`config.mk`:
```
export PLATFORM = sky130hd
export DESIGN_NAME = dtack_wait_controller
export DESIGN_NICKNAME = d
export VERILOG_FILES = /design/src/rtl/dtack_wait_controller.sv
export SDC_FILE = /design/constraint.sdc
export NUM_CORES = 1
export LEC_CHECK = 0
export ABC_AREA = 1
export BUFFER_PORTS_ARGS = -buffer_cell sky130_fd_sc_hd__buf_2
export CAP_MARGIN = 20
export CELL_PAD_IN_SITES_DETAIL_PLACEMENT = 0
export CELL_PAD_IN_SITES_GLOBAL_PLACEMENT = 1
export CORE_ASPECT_RATIO = 0.75
export CORE_MARGIN = 3
export CORE_UTILIZATION = 40
export CTS_BUF_LIST = sky130_fd_sc_hd__clkbuf_4
export DETAILED_ROUTE_END_ITERATION = 16
export GPL_TIMING_DRIVEN = 0
export MAX_ROUTING_LAYER = met4
export PLACE_DENSITY_LB_ADDON = 0.1
export REMOVE_ABC_BUFFERS = 1
export SETUP_SLACK_MARGIN = 0.05
export SLEW_MARGIN = 20
export SYNTH_ARGS = -nofsm -noshare
export SYNTH_HDL_FRONTEND = slang
export SYNTH_SLANG_ARGS = --single-unit
```
`constraint.sdc`:
```
create_clock -name MCLK_IN -period 1.62 [get_ports MCLK_IN]
set_input_delay 0.162 -clock MCLK_IN [delete_from_list [all_inputs] [get_ports MCLK_IN]]
set_output_delay 0.162 -clock MCLK_IN [all_outputs]
set_load 0.01 [all_outputs]
```
`src/rtl/dtack_wait_controller.sv`:
```
// dtack_wait_controller
// Sequences a 68000 bus cycle: samples AS in IDLE, grants the lowest-index
// active chip-select, counts that requester's wait states, hands the cycle to
// the stepper via STEP_REQ/STEP_ACK_IN and raises DTACK on acknowledge.
// All state and outputs update on the falling edge of MCLK_IN.
// Optional feature macro: BERR_TIMEOUT_EN (unmapped strobe -> BERR after TIMEOUT).
module dtack_wait_controller #(
  parameter int                          NREQ      = 4,
  parameter int                          WAIT_BITS = 4,
  parameter logic [NREQ*WAIT_BITS-1:0]   WAIT_CFG  = {NREQ*WAIT_BITS{1'b0}},
  parameter logic [7:0]                  TIMEOUT   = 8'd255
) (
  input  logic            MCLK_IN,
  input  logic            RUN_IN,
  input  logic            AS_IN,
  input  logic [NREQ-1:0] CS_IN,
  input  logic            STEP_ACK_IN,
  output logic            STEP_REQ,
  output logic            DTACK,
  output logic            BERR,
  output logic [NREQ-1:0] GRANT,
  output logic            BUSY
);

  localparam logic [2:0] S_IDLE  = 3'd0;
  localparam logic [2:0] S_WAIT  = 3'd1;
  localparam logic [2:0] S_STEP  = 3'd2;
  localparam logic [2:0] S_ACK   = 3'd3;
  localparam logic [2:0] S_ERROR = 3'd4;

  localparam logic [WAIT_BITS-1:0] CNT_ONE = WAIT_BITS'(1);

  logic [2:0]           r_state, w_state_n;
  logic [WAIT_BITS-1:0] r_cnt, w_cnt_n;
  logic                 r_req, w_req_n;
  logic                 r_dtack, w_dtack_n;
  logic                 r_berr, w_berr_n;
  logic                 r_busy;
  logic [NREQ-1:0]      r_grant, w_grant_n;
  logic [NREQ-1:0]      w_pick;
  logic [WAIT_BITS-1:0] w_pick_wait;
`ifdef BERR_TIMEOUT_EN
  logic [7:0]           r_tocnt, w_tocnt_n;
`endif

  // Fixed-priority pick: the lowest set chip-select wins, along with its wait count
  always_comb begin
    w_pick      = '0;
    w_pick_wait = '0;
    for (int i = NREQ - 1; i >= 0; i--) begin
      if (CS_IN[i]) begin
        w_pick      = '0;
        w_pick[i]   = 1'b1;
        w_pick_wait = WAIT_CFG[i*WAIT_BITS +: WAIT_BITS];
      end else begin
        w_pick      = w_pick;
        w_pick_wait = w_pick_wait;
      end
    end
  end

  // Next-state and next-output computation for the bus-cycle sequencer
  always_comb begin
    w_state_n = r_state;
    w_cnt_n   = r_cnt;
    w_req_n   = r_req;
    w_dtack_n = r_dtack;
    w_berr_n  = r_berr;
    w_grant_n = r_grant;
`ifdef BERR_TIMEOUT_EN
    w_tocnt_n = 8'd0;
`endif
    case (r_state)
      S_IDLE: begin
        if (AS_IN && (CS_IN != '0)) begin
          w_grant_n = w_pick;
          w_cnt_n   = w_pick_wait;
          if (w_pick_wait == '0) begin
            w_state_n = S_STEP;
            w_req_n   = 1'b1;
          end else begin
            w_state_n = S_WAIT;
          end
        end else begin
`ifdef BERR_TIMEOUT_EN
          // Unmapped strobe: count edges until the tolerance runs out
          if (AS_IN && (r_tocnt == (TIMEOUT - 8'd1))) begin
            w_state_n = S_ERROR;
            w_berr_n  = 1'b1;
          end else if (AS_IN) begin
            w_tocnt_n = r_tocnt + 8'd1;
          end else begin
            w_tocnt_n = 8'd0;
          end
`else
          // Unmapped strobe is simply ignored until AS drops
          w_state_n = S_IDLE;
`endif
        end
      end
      S_WAIT: begin
        if (!AS_IN) begin
          w_state_n = S_IDLE;
          w_req_n   = 1'b0;
          w_grant_n = '0;
          w_cnt_n   = '0;
        end else if (r_cnt == CNT_ONE) begin
          w_state_n = S_STEP;
          w_req_n   = 1'b1;
        end else begin
          w_cnt_n   = r_cnt - CNT_ONE;
        end
      end
      S_STEP: begin
        // An AS drop wins over a coincident acknowledge
        if (!AS_IN) begin
          w_state_n = S_IDLE;
          w_req_n   = 1'b0;
          w_grant_n = '0;
          w_cnt_n   = '0;
        end else if (STEP_ACK_IN) begin
          w_state_n = S_ACK;
          w_dtack_n = 1'b1;
        end else begin
          w_state_n = S_STEP;
        end
      end
      S_ACK: begin
        if (!AS_IN) begin
          w_state_n = S_IDLE;
          w_dtack_n = 1'b0;
          w_req_n   = 1'b0;
          w_grant_n = '0;
          w_cnt_n   = '0;
        end else begin
          w_state_n = S_ACK;
        end
      end
      S_ERROR: begin
        if (!AS_IN) begin
          w_state_n = S_IDLE;
          w_berr_n  = 1'b0;
        end else begin
          w_berr_n  = 1'b1;
        end
      end
      default: begin
        w_state_n = S_IDLE;
        w_cnt_n   = '0;
        w_req_n   = 1'b0;
        w_dtack_n = 1'b0;
        w_berr_n  = 1'b0;
        w_grant_n = '0;
      end
    endcase
  end

  // State and output registers, falling-edge clocked, asynchronous abort on RUN_IN low
  always_ff @(negedge MCLK_IN or negedge RUN_IN) begin
    if (!RUN_IN) begin
      r_state <= S_IDLE;
      r_cnt   <= '0;
      r_req   <= 1'b0;
      r_dtack <= 1'b0;
      r_berr  <= 1'b0;
      r_grant <= '0;
      r_busy  <= 1'b0;
`ifdef BERR_TIMEOUT_EN
      r_tocnt <= 8'd0;
`endif
    end else begin
      r_state <= w_state_n;
      r_cnt   <= w_cnt_n;
      r_req   <= w_req_n;
      r_dtack <= w_dtack_n;
      r_berr  <= w_berr_n;
      r_grant <= w_grant_n;
      r_busy  <= (w_state_n != S_IDLE);
`ifdef BERR_TIMEOUT_EN
      r_tocnt <= w_tocnt_n;
`endif
    end
  end

  assign STEP_REQ = r_req;
  assign DTACK    = r_dtack;
  assign BERR     = r_berr;
  assign GRANT    = r_grant;
  assign BUSY     = r_busy;

endmodule

```
After elaboration in Yosys (flattened, before gate mapping)
Index checks and enable logic that the tools add are counted.
{"block": "op_classes", "addsub": 1, "eq_ne": 13, "mux": 29, "bitwise": 2, "reduce_logical": 12}
{"op": "2-to-1 mux 4 bit", "count": 9}
{"op": "one-hot mux 4 bit (4 select lines)", "count": 1}
{"op": "one-hot mux 3 bit (5 select lines)", "count": 1}
{"op": "!= test 2 bit, second input constant", "count": 6}
{"op": "one-hot mux 4 bit (3 select lines)", "count": 1}
{"op": "AND reduction 4 bit", "count": 3}
{"op": "2-to-1 mux 3 bit", "count": 3}
{"op": "2-to-1 mux 1 bit", "count": 8}
{"op": "== test 3 x 2 -> 1 bit, second input constant", "count": 2}
{"op": "2-to-1 mux 2 bit", "count": 3}
{"op": "!= test 3 bit, second input constant", "count": 2}
{"op": "OR reduction 3 bit", "count": 2}
{"op": "== test 4 x 1 -> 1 bit, second input constant", "count": 1}
{"op": "one-hot mux 1 bit (4 select lines)", "count": 1}
{"op": "nonzero test 4 bit", "count": 1}
{"op": "OR reduction 4 bit", "count": 1}
{"op": "subtractor 4 x 1 -> 4 bit, second input constant", "count": 1}
{"op": "== test 3 x 1 -> 1 bit, second input constant", "count": 1}
{"op": "== test 3 bit, second input constant", "count": 1}
{"op": "logical NOT 3 bit", "count": 1}
{"op": "one-hot mux 1 bit (3 select lines)", "count": 1}
{"op": "AND reduction 3 bit", "count": 1}
{"op": "nonzero test 3 bit", "count": 1}
{"op": "inverter 1 bit", "count": 2}
{"op": "other kinds (3)", "count": 3}
{"block": "word_totals", "regBits": 15}

Depth between registers and ports, before layout
Gate-level depths: netlist (run 1).
{"block": "depth", "ltp_word": 6, "mapped_depth": 9, "depth_no_buf": 9}

==> key figures, run 1 <==
Status
  • Status: complete, but fails checks
  • Failing checks: setup timing

Detailed routing
  • Routed length per instance: 11.66 um
  • Via count: 791
  • 1st-iter DRT viols: 19
  • Drt pass-1 iters: 4
  • Post-route DRC: 0
  • Final WL: 1.982 mm
  • Vias per std cell: 4.653
  • Antenna-violating nets left: 0

Power and ir drop
  • Flop pwr share: 41.8%
  • Clock share of power: 19.3%
  • Pint: 750.2 uW
  • Tot Pwr: 1168 uW
  • NetSw: 417.9 uW
  • PD cells: 1029 nW/um^2
  • Leakage Power: 0.0006247 uW
  • Comb pwr share: 38.9%
  • Sw frac: 35.77%
  • Maximum vdd drop: 0.8231 mV

Clock tree
  • Clock Path Buffers: 2
  • H-tree lvl count: 1
  • TritonCTS Buffers: 3
  • Clk slew on worst S/H paths: 0.06 ns
  • TritonCTS clock tree: yes
  • CTS sink count: 15
  • Root Buffer: clkbuf_4
  • Hold buffer count at CTS: 0
  • Skew-Pair Late Insertion Delay: 0.28 ns

Setup path
  • CP Capture Type: primary output
  • Crit path DAT: 1.65 ns
  • Number of cells on the critical path: 1
  • Worst r2r path cells: 7
  • Reg2Reg Setup Slack: 0.24 ns
  • CP max FO: 2
  • Slowest cell on crit path: dfrtn_1
  • Worst Setup Start Kind: register
  • Worst path cell trace: buf_2
  • FF-to-FF Start: r_cnt[0]$_DFFE_NN0P_
  • Top Family by Delay on Critical Path: flip-flops
  • Worst EP required: 1.46 ns
  • Max incr delay on CP: 0.42 ns
  • Origin of the worst setup path: GRANT[2]$_DFFE_NN0P_
  • CP Class: register to primary output
  • Critical path buffer and inverter count: 1
  • Reg2reg end: r_cnt[2]$_DFFE_NN0P_

Yosys
  • Most frequent cell after synthesis: nand2_1
  • Async set-reset flop share out of synthesis: 100.0%
  • Post-synth EDFFs: 0
  • Most frequent cells after synthesis: nand2_1, nor2_1, dfrtn_1
  • Sequential share of the synthesized area: 44.31%
  • Yosys warning count: 0
  • Synthesized area per cell: 7.059 um^2
  • Yosys reg bits: 15
  • Mapped Cells: 120
  • Share of the synthesized area in the top cell type: 44.31%
  • Post-synth cell types: 18
  • Top post-synthesis cells by area: dfrtn_1, nand2_1, nor2_1, nand3_1, inv_1
  • Synthesized area: 847.1 um^2
  • Top_reg_cell synth: dfrtn_1
  • Largest area contributor in the netlist: dfrtn_1

Placement
  • GPL Wtd Cong: 0.8237
  • IO buf count: 15
  • DPL Wire Length: 1.426 mm
  • Pre-CTS WS: -0.3403 ns

Worst hold path
  • WHS Path Cells: 2
  • Path category of the worst min-delay check: register to register
  • Hold path startpoint: STEP_REQ$_DFFE_NN0P_
  • Worst Hold End: STEP_REQ$_DFFE_NN0P_

Floorplanning
  • Chip width: 59.14 um
  • Initial Utilization: 45.28%
  • Die Ht: 45.86 um
  • Core area: 1871 um^2
  • Num ports: 16
  • Die area: 2712 um^2
  • Rows: 13

STA
  • Max-slew violations: 0
  • Setup TNS: -1.379 ns
  • # setup viols final: 8
  • RSZ-0062 raised after global routing: true
  • Slew @ Worst Pin: 0.4309 ns
  • Final setup margin: -0.1913 ns
  • Final hold vios: 0
  • Clock skew: 0.0004878 ns
  • Slew HR: 71.15%

Global routing
  • Vias in the first global route: 717
  • Initial antenna violation count: 0
  • Largest net degree at the start of global routing: 16
  • GRT Overall Usage: 16.53%
  • Total gr overflow: 0
  • Global-route wire length before repair: 3.174 mm

Layout
  • FILL cells: 178
  • Nets: 159
  • Fin util: 60.67%
  • # diodes: 0
  • Share of cells above drive strength 1: 34.46%
  • Layout area overhead: 33.97%

Job
  • Maxcap violations: 0
==> state kept, by name, summed over array words and instances (netlist names) <==
signal / cells
BERR: 1
BUSY: 1
DTACK: 1
GRANT: 4
STEP_REQ: 1
r_cnt: 4
r_state: 3
==> cell type report <==
type | instances | area (um^2) | share of cell area, %
sequential | 15 | 375.4 | 33.08
timing repair buffer | 25 | 165.2 | 14.55
multi-input combinational | 89 | 475.5 | 41.90
tap | 22 | 27.53 | 2.426
inverter | 15 | 61.31 | 5.402
clock buffer | 4 | 30.03 | 2.646
==> layout by cell type, fill, tap and decap left out, types with 2 or more instances in the layout <==
cell type and n:
nand2_4 3, buf_2 14, buf_4 10, inv_2 2
nor2_4 2, a21oi_1 2, nor2_1 13, nand4_1 2
inv_1 12, nand2_2 8, nand3_1 11, o21ai_1 3
nand2_1 34, dfrtn_1 15, ha_1 2, clkbuf_4 4
nor2_2 3
==> layer usage <==
metal  vias to the layer above  wire, um  global-route usage (%)
met3                         2        82                   5.099
met4                         0        12                   4.072
li1                        429         -                       -
met5                         -         0                       -
met1                       347      1053                   23.06
met2                        13       834                   23.13
==> power groups by stage <==
stage	clock, uW	combinational, uW	sequential, uW
after detailed placement	0	332	491
after global placement	0	332	490
final	225	454	488
after floorplan	0	202	509
after CTS	232	378	484
after global routing	246	513	497
==> cells by family after synthesis <==
kind of cell / share of synthesized area, %
fa+ha+maj: 2.954
flops: 44.31
buf+inv: 7.533
simple gates: 39.88
compound gates: 5.318
==> through the flow <==
stage | instances | hold slack [ns] | cell area (um^2)
after floorplan | 119 | 0.4248 | 839.6
after global placement | 156 | 0.4142 | 942.2
after detailed placement | 156 | 0.4217 | 942.2
after CTS | 163 | 0.4236 | 1015
after global routing | 170 | 0.4514 | 1135
final | 170 | 0.4164 | 1135
==> worst max-delay path by stage <==
| stage | to |
|---|---|
| floorplan | GRANT[3]$_DFFE_NN0P_ |
| CTS | GRANT[2] |
| detailed placement | GRANT[2]$_DFFE_NN0P_ |
| finish | GRANT[2] |
| global route | BERR |
| global placement | GRANT[3]$_DFFE_NN0P_ |
==> repair_timing <==
item	CTS	global route
endpoints found under the setup margin	18	19
setup buffers	3	7
pin swaps	1	4
resized for setup	6	19
Note: power is estimated with default switching activity, not from simulation.
==> run 2: changes to the inputs <==
- RECOVER_POWER: not set -> 50
==> run 2 against run 1 <==
The run still ends with setup timing left. Via count unchanged. Worst hold slack unchanged. Wire length about the same. Total power about the same. Global-route usage unchanged. Register-to-register slack about the same. Sequential power about the same. Critical path depth unchanged.
==> key figures, run 2 (synthesized netlist as in run 1, its figures left out) <==
Detailed routing
  • Vias per std cell: 4.653
  • Post-route DRC: 0
  • Drt pass-1 iters: 4
  • Routed length per instance: 11.65 um
  • 1st-iter DRT viols: 19
  • Via count: 791
  • Antenna-violating nets left: 0
  • Final WL: 1.981 mm

Setup path
  • Worst path cell trace: buf_2
  • Worst Setup Start Kind: register
  • Worst EP required: 1.46 ns
  • Critical path buffer and inverter count: 1
  • CP Capture Type: primary output
  • CP Class: register to primary output
  • Slowest cell on crit path: dfrtn_1
  • Top Family by Delay on Critical Path: flip-flops
  • Max incr delay on CP: 0.42 ns
  • CP max FO: 2
  • Crit path DAT: 1.65 ns

Placement
  • IO buf count: 15
  • DPL Wire Length: 1.426 mm
  • Placed cell count: 156
  • GPL Wtd Cong: 0.8237
  • Pre-CTS WS: -0.3403 ns

Layout
  • # diodes: 0
  • FILL cells: 179
  • Nets: 159
  • Multi-input gate area: 475.5 um^2
  • Final std cells w/o fill: 170
  • Commonest cells after routing, fill and taps aside: nand2_1, dfrtn_1, nor2_1, buf_2, inv_1
  • Fin util: 60.60%
  • Share of cells above drive strength 1: 33.78%
  • Most common cell after layout, fill and taps aside: nand2_1
  • FF/Latch Area: 375.4 um^2
  • Layout area overhead: 33.83%

Clock tree
  • TritonCTS clock tree: yes
  • Root Buffer: clkbuf_4
  • H-tree lvl count: 1
  • Hold buffer count at CTS: 0
  • Clk slew on worst S/H paths: 0.06 ns
  • TritonCTS Buffers: 3
  • Skew-Pair Late Insertion Delay: 0.28 ns
  • Clock Path Buffers: 2
  • CTS sink count: 15

Power and ir drop
  • Maximum vdd drop: 0.8230 mV
  • Leakage Power: 0.0006219 uW
  • PD cells: 1030 nW/um^2

Status
  • Status: complete, but fails checks
  • Failing checks: setup timing

Global routing
  • GRT Overall Usage: 16.53%
  • Vias in the first global route: 717
  • Initial antenna violation count: 0
  • Total gr overflow: 0
  • Global-route wire length before repair: 3.174 mm
  • Largest net degree at the start of global routing: 16

STA
  • Clock skew: 0.0004878 ns
  • Final hold vios: 0
  • Slew HR: 47.71%
  • Max-slew violations: 0
  • Slew @ Worst Pin: 0.7844 ns
  • # setup viols final: 8
  • Hold slack: 0.4164 ns
  • RSZ-0062 raised after global routing: true
  • Final setup margin: -0.1913 ns

Job
  • Maxcap violations: 0

Floorplanning
  • Core area: 1871 um^2
  • Initial Utilization: 45.28%
  • Rows: 13
  • Num ports: 16
  • Chip width: 59.14 um
  • Die area: 2712 um^2
  • Die Ht: 45.86 um

Worst hold path
  • Path category of the worst min-delay check: register to register
## run 2: final timing paths
check	to	cells after the start	from	slack, ns
min reg2reg	STEP_REQ$_DFFE_NN0P_	2	STEP_REQ$_DFFE_NN0P_	0.42
max	GRANT[2]	1	GRANT[2]$_DFFE_NN0P_	-0.19
min	STEP_REQ$_DFFE_NN0P_	2	STEP_REQ$_DFFE_NN0P_	0.42
min in group asynchronous	GRANT[0]$_DFFE_NN0P_	1	RUN_IN	0.62
max in group asynchronous	r_cnt[0]$_DFFE_NN0P_	1	RUN_IN	0.48
max reg2reg	r_cnt[2]$_DFFE_NN0P_	7	r_cnt[0]$_DFFE_NN0P_	0.24
## run 2: routing by layer
metal	routed length [um]	vias to the layer above	global-route usage, %
met5	0	-	-
met4	12	0	4.072
met3	81	2	5.099
met2	834	13	23.13
met1	1052	347	23.06
li1	-	429	-
## run 2: repair_timing
action,in CTS,in global routing
gates resized for setup,6,19
pin swaps,1,4
buffers inserted,3,7
gates cloned,0,0
endpoints found under the setup margin,18,19
## run 2: cell type report
type | count | area share [%]
clock buffer | 4 | 2.649
inverter | 15 | 5.408
multi-input combinational | 89 | 41.94
sequential | 15 | 33.11
tap | 22 | 2.428
timing repair buffer | 25 | 14.46
## run 2: where the power goes
| group | switching, uW | total, uW | leakage (uW) | internal [uW] |
|---|---|---|---|---|
| registers | 47.0 | 488 | 0.000194 | 441 |
| clock network | 113 | 225 | 0.0000184 | 112 |
| logic | 258 | 454 | 0.000409 | 196 |
| total | 418 | 1170 | 0.000622 | 750 |
## run 2: metrics by stage
step,power [uW],cell area [um^2],setup TNS [ns]
2_1_floorplan,710.7,839.6,-0.4830
3_3_place_gp,821.7,942.2,-3.498
3_5_place_dp,823.4,942.2,-3.493
4_1_cts,1094,1015,-1.383
5_1_grt,1256,1134,-1.645
6_report,1168,1134,-1.378
